File: src/rtl/mem_port_arbiter.sv
// mem_port_arbiter: shares one single-ported memory between the fetch unit (I)
// and the load/store unit (D). One access at a time: IDLE picks an owner and
// registers its payload, ACCESS drives the memory until MemAck, and RESP
// pulses the owner's Ready for one cycle. D has priority over I. A saturating
// streak counter forces a pending fetch through after STREAK back-to-back data
// grants.
module mem_port_arbiter #(
  parameter int unsigned STREAK = 4
) (
  input  logic        clk,
  input  logic        reset_n,
  input  logic        IReq,
  input  logic [31:0] IAdr,
  output logic        IReady,
  output logic [31:0] IRData,
  input  logic        DReq,
  input  logic        DWrite,
  input  logic [31:0] DAdr,
  input  logic [31:0] DWData,
  input  logic [3:0]  DByteEn,
  output logic        DReady,
  output logic [31:0] DRData,
  output logic        MemReq,
  output logic        MemWrite,
  output logic [31:0] MemAdr,
  output logic [31:0] MemWData,
  output logic [3:0]  MemByteEn,
  input  logic [31:0] MemRData,
  input  logic        MemAck,
  output logic        Busy
);

  typedef enum logic [1:0] {
    IDLE   = 2'd0,
    ACCESS = 2'd1,
    RESP   = 2'd2
  } state_t;

  localparam logic [3:0] STREAK_MAX = 4'(STREAK);

  state_t      state_q, state_d;
  logic        owner_i_q, owner_i_d;
  logic [3:0]  streak_q, streak_d;
  logic        mem_write_q, mem_write_d;
  logic [31:0] mem_adr_q, mem_adr_d;
  logic [31:0] mem_wdata_q, mem_wdata_d;
  logic [3:0]  mem_byteen_q, mem_byteen_d;
  logic [31:0] irdata_q, irdata_d;
  logic [31:0] drdata_q, drdata_d;
  logic        grant_i;

  // Next-state logic: owner selection, payload capture, streak update and
  // read-data capture on the memory acknowledge.
  always_comb begin
    state_d      = state_q;
    owner_i_d    = owner_i_q;
    streak_d     = streak_q;
    mem_write_d  = mem_write_q;
    mem_adr_d    = mem_adr_q;
    mem_wdata_d  = mem_wdata_q;
    mem_byteen_d = mem_byteen_q;
    irdata_d     = irdata_q;
    drdata_d     = drdata_q;
    grant_i      = IReq && (!DReq || (streak_q == STREAK_MAX));

    case (state_q)
      IDLE: begin
        if (DReq || IReq) begin
          state_d = ACCESS;
          if (grant_i) begin
            owner_i_d    = 1'b1;
            mem_write_d  = 1'b0;
            mem_adr_d    = IAdr;
            mem_wdata_d  = 32'h0;
            mem_byteen_d = 4'b0000;
            streak_d     = 4'd0;
          end else begin
            owner_i_d    = 1'b0;
            mem_write_d  = DWrite;
            mem_adr_d    = DAdr;
            mem_wdata_d  = DWData;
            mem_byteen_d = DWrite ? DByteEn : 4'b0000;
            if (!IReq) begin
              streak_d = 4'd0;
            end else if (streak_q != STREAK_MAX) begin
              streak_d = streak_q + 4'd1;
            end
          end
        end
      end
      ACCESS: begin
        if (MemAck) begin
          state_d = RESP;
          if (owner_i_q) begin
            irdata_d = MemRData;
          end else begin
            drdata_d = mem_write_q ? 32'h0 : MemRData;
          end
        end
      end
      RESP: begin
        state_d = IDLE;
      end
      default: begin
        state_d = IDLE;
      end
    endcase
  end

  // State and payload registers; reset aborts any access in flight.
  always_ff @(posedge clk or negedge reset_n) begin
    if (!reset_n) begin
      state_q      <= IDLE;
      owner_i_q    <= 1'b0;
      streak_q     <= 4'd0;
      mem_write_q  <= 1'b0;
      mem_adr_q    <= 32'h0;
      mem_wdata_q  <= 32'h0;
      mem_byteen_q <= 4'b0000;
      irdata_q     <= 32'h0;
      drdata_q     <= 32'h0;
    end else begin
      state_q      <= state_d;
      owner_i_q    <= owner_i_d;
      streak_q     <= streak_d;
      mem_write_q  <= mem_write_d;
      mem_adr_q    <= mem_adr_d;
      mem_wdata_q  <= mem_wdata_d;
      mem_byteen_q <= mem_byteen_d;
      irdata_q     <= irdata_d;
      drdata_q     <= drdata_d;
    end
  end

  assign MemReq    = (state_q == ACCESS);
  assign MemWrite  = mem_write_q;
  assign MemAdr    = mem_adr_q;
  assign MemWData  = mem_wdata_q;
  assign MemByteEn = mem_byteen_q;
  assign IReady    = (state_q == RESP) && owner_i_q;
  assign DReady    = (state_q == RESP) && !owner_i_q;
  assign IRData    = irdata_q;
  assign DRData    = drdata_q;
  assign Busy      = (state_q != IDLE);

endmodule

File: config.mk
export PLATFORM = sky130hd
export DESIGN_NAME = mem_port_arbiter
export DESIGN_NICKNAME = d
export VERILOG_FILES = /design/src/rtl/mem_port_arbiter.sv
export SDC_FILE = /design/constraint.sdc
export NUM_CORES = 1
export LEC_CHECK = 0
export BUFFER_PORTS_ARGS = -buffer_cell sky130_fd_sc_hd__buf_2
export CORE_ASPECT_RATIO = 1.4
export CORE_MARGIN = 2
export CORE_UTILIZATION = 47
export DETAILED_ROUTE_END_ITERATION = 6
export GPL_ROUTABILITY_DRIVEN = 0
export PLACE_DENSITY = 0.78
export SLEW_MARGIN = 40
export SYNTH_ARGS = -nofsm -noshare
export SYNTH_HDL_FRONTEND = slang
export SYNTH_SLANG_ARGS = --single-unit
File: constraint.sdc
create_clock -name clk -period 2.1 [get_ports clk]
set_input_delay 0.105 -clock clk [delete_from_list [all_inputs] [get_ports clk]]
set_output_delay 0.105 -clock clk [all_outputs]
set_load 0.1 [all_outputs]
==> key figures <==
Setup path
  – Crit. Startpoint: state_q[0]
  – Arr. time, crit path: 1.86 ns
  – Levels on crit path: 4
  – RR Startpoint: streak_q[0]
  – R2R depth: 6
  – CP endpoint: Busy
  – Reg2reg setup slack: 0.40 ns
  – Top cell family by delay on the critical path: buffers and inverters
  – RR Endpoint: MemAdr[28]
  – Worst-path maximum fanout: 35
  – Kind of critical path: flop to output pin
  – CP cell instances: nor2_4 -> buf_4 -> inv_1 -> buf_2
  – Worst Setup End Kind: output pin
  – Worst setup SP type: flop
  – Worst path buffer plus inverter count: 3
  – Req. time, crit path: 2.00 ns
  – Crit-path slowest cell: dfrtp_1
  – Crit-path max cell delay: 0.48 ns

Logic synthesis
  – Area contributors post-synth: dfrtp_1 58%, a221o_1 5.3%, o2bb2ai_1 5.2%
  – Post-Syn Area: 6090 µm²
  – Synth unique cells: 33
  – Ys flop type: dfrtp_1
  – Avg Cell Area, Syn: 11.6 µm²
  – Post-Synthesis Cells: 524
  – Seq/Total Area, Yosys: 57.5%
  – FFs w/ async S/R, synth: 100%
  – Share of the synthesized area in the top cell type: 57.5%
  – Syn nets: 664
  – Most common cell in the netlist: dfrtp_1
  – EDFF count, synth: 0
  – Post-synth top area cell: dfrtp_1
  – Ys Warns: 0
  – Commonest cells in the netlist: 140 x dfrtp_1, 67 x nand2_1, 38 x nand3_1
  – Yosys reg bits: 140

Hold path
  – Hold Path Class: input pin to flop
  – Worst hold path cell count: 3

Floorplan
  – Die W: 100 µm
  – Core ar.: 12,800 µm²
  – Die height: 139 µm
  – Die area: 13,900 µm²
  – Ports: 275
  – Row count: 49
  – Initial Util: 47.8%

Clock network
  – Clock transition at path regs: 0.06 ns
  – Hold Buf Count CTS: 70
  – Clock buffer depth: 2
  – Post-CTS repair timing setup buffer count: 0
  – Clk_lat worst skew: 0.41 ns
  – Sinks on Clock Net: 140
  – CTS tree: built
  – H-tree Lvls: 4
  – Post_cts resized: 0
  – CTS root buffer: clkbuf_16
  – CTS buffer count: 17

STA
  – Fmax: 510 MHz
  – Setup TNS Final: 0 ns
  – Final slew viol count: 0
  – Slew at the pin with the worst max-slew slack: 0.558 ns
  – Worst Clk Skew: 0.0123 ns
  – Final Setup Violations: 0
  – Tmin final: 1.96 ns
  – Max-slew headroom: 62.5%
  – Final Cycle Share: 93.4%
  – Final hold vios: 0
  – RSZ-0062 raised after global routing: false

Global route
  – GRT overflow: 0
  – Largest net degree at the start of global routing: 68
  – Vias in the first global route: 5,862
  – Initial antenna violation count: 0
  – First-pass GRT wire length: 29,900 µm
  – GRT Util Overall: 27.3%

Run status
  – Status: complete, no violations

Detailed routing
  – Detailed-route wire length per cell: 18.5 µm
  – DRT Wirelength: 18,800 µm
  – Via count: 5,688
  – Residual DRC: 0
  – DRT Pass-1 Iters: 6
  – Avg Vias per Cell: 5.60
  – Antenna Nets Post-Route: 0
  – 1st-iter DRT viols: 213

Placement
  – Port buffer count: 274
  – Post-DP HPWL: 11,800 µm

Run
  – Max Cap Viol: 0

Cells and area
  – Layout cells sized above 1: 40.7%
  – Ant diodes: 0
  – Fin nets: 990
  – Area grow syn2layout: 45.7%
  – Final Util: 69.6%
==> worst reg2reg max path, stage by stage (launching register included) <==
cell	delay, ns
dfrtp_1	0.40
inv_1	0.10
ha_1	0.18
nand4b_1	0.14
buf_4	0.26
and4_1	0.25
a221o_1	0.27
==> per-layer routing <==
metal	GRT usage [%]	wire length, µm	up-vias
li1	-	-	2593
met1	31.7	7310	2780
met2	48.0	9790	268
met3	5.29	1090	47
met4	12.3	641	0
met5	0	0	-
==> cell usage in the layout, fill, tap and decap left out, types with 9 or more instances in the layout <==
master	n
buf_4	12
and3_1	32
o2bb2ai_1	36
clkbuf_16	17
and4_1	32
mux2_1	9
a221o_1	32
dfrtp_1	140
nand3_1	38
o21ai_0	33
buf_2	273
mux2_2	25
dlygate4sd3_1	70
nand2_1	66
==> flip-flops by register name, indices dropped and copies added (netlist names) <==
register and count:
MemAdr 32, DRData 32, owner_i_q 1, MemByteEn 4, MemWData 32, IRData 32
streak_q 4, state_q 2, MemWrite 1
==> worst min path at each step <==
| stage | start | to | slack [ns] |
|---|---|---|---|
| floorplan | reset_n | DRData[0] | -0.19 |
| global placement | reset_n | IRData[16] | 0.09 |
| detailed placement | reset_n | IRData[16] | 0.10 |
| CTS | DAdr[3] | MemAdr[3] | 0.03 |
| global route | DAdr[4] | MemAdr[4] | 0.04 |
| finish | DAdr[3] | MemAdr[3] | 0.05 |
==> through the flow <==
stage / instance area, µm² / hold WS [ns] / std cells / worst slack (ns)
6_report: 8880 / 0.0463 / 1016 / 0.140
5_1_grt: 8880 / 0.0418 / 1016 / 0.0321
4_1_cts: 8880 / 0.0284 / 1016 / 0.156
3_5_place_dp: 7560 / 0.100 / 914 / 0.395
3_3_place_gp: 7560 / 0.0890 / 914 / 0.494
2_1_floorplan: 6100 / -0.191 / 524 / 0.325
==> layout make-up <==
class,instances,area [µm²]
flip-flops and latches,140,3500
fillers,928,3870
clock buffers,19,443
inverters,5,18.8
well taps,153,191
repair buffers,359,2230
clock inverters,13,176
multi-input cells,327,2320
==> logic make-up after synthesis <==
logic type | synth area share [%]
and+or+nand+nor | 17.0
xor gates and xnor gates | 0.144
muxes | 6.45
adders and majority gates | 0.411
buffers and inverters | 4.75
DFF | 57.5
AOI/OAI and AO/OA | 13.7
Power is not shown: default switching activity piles up to over one toggle a cycle in this logic, so the estimate is an artifact.
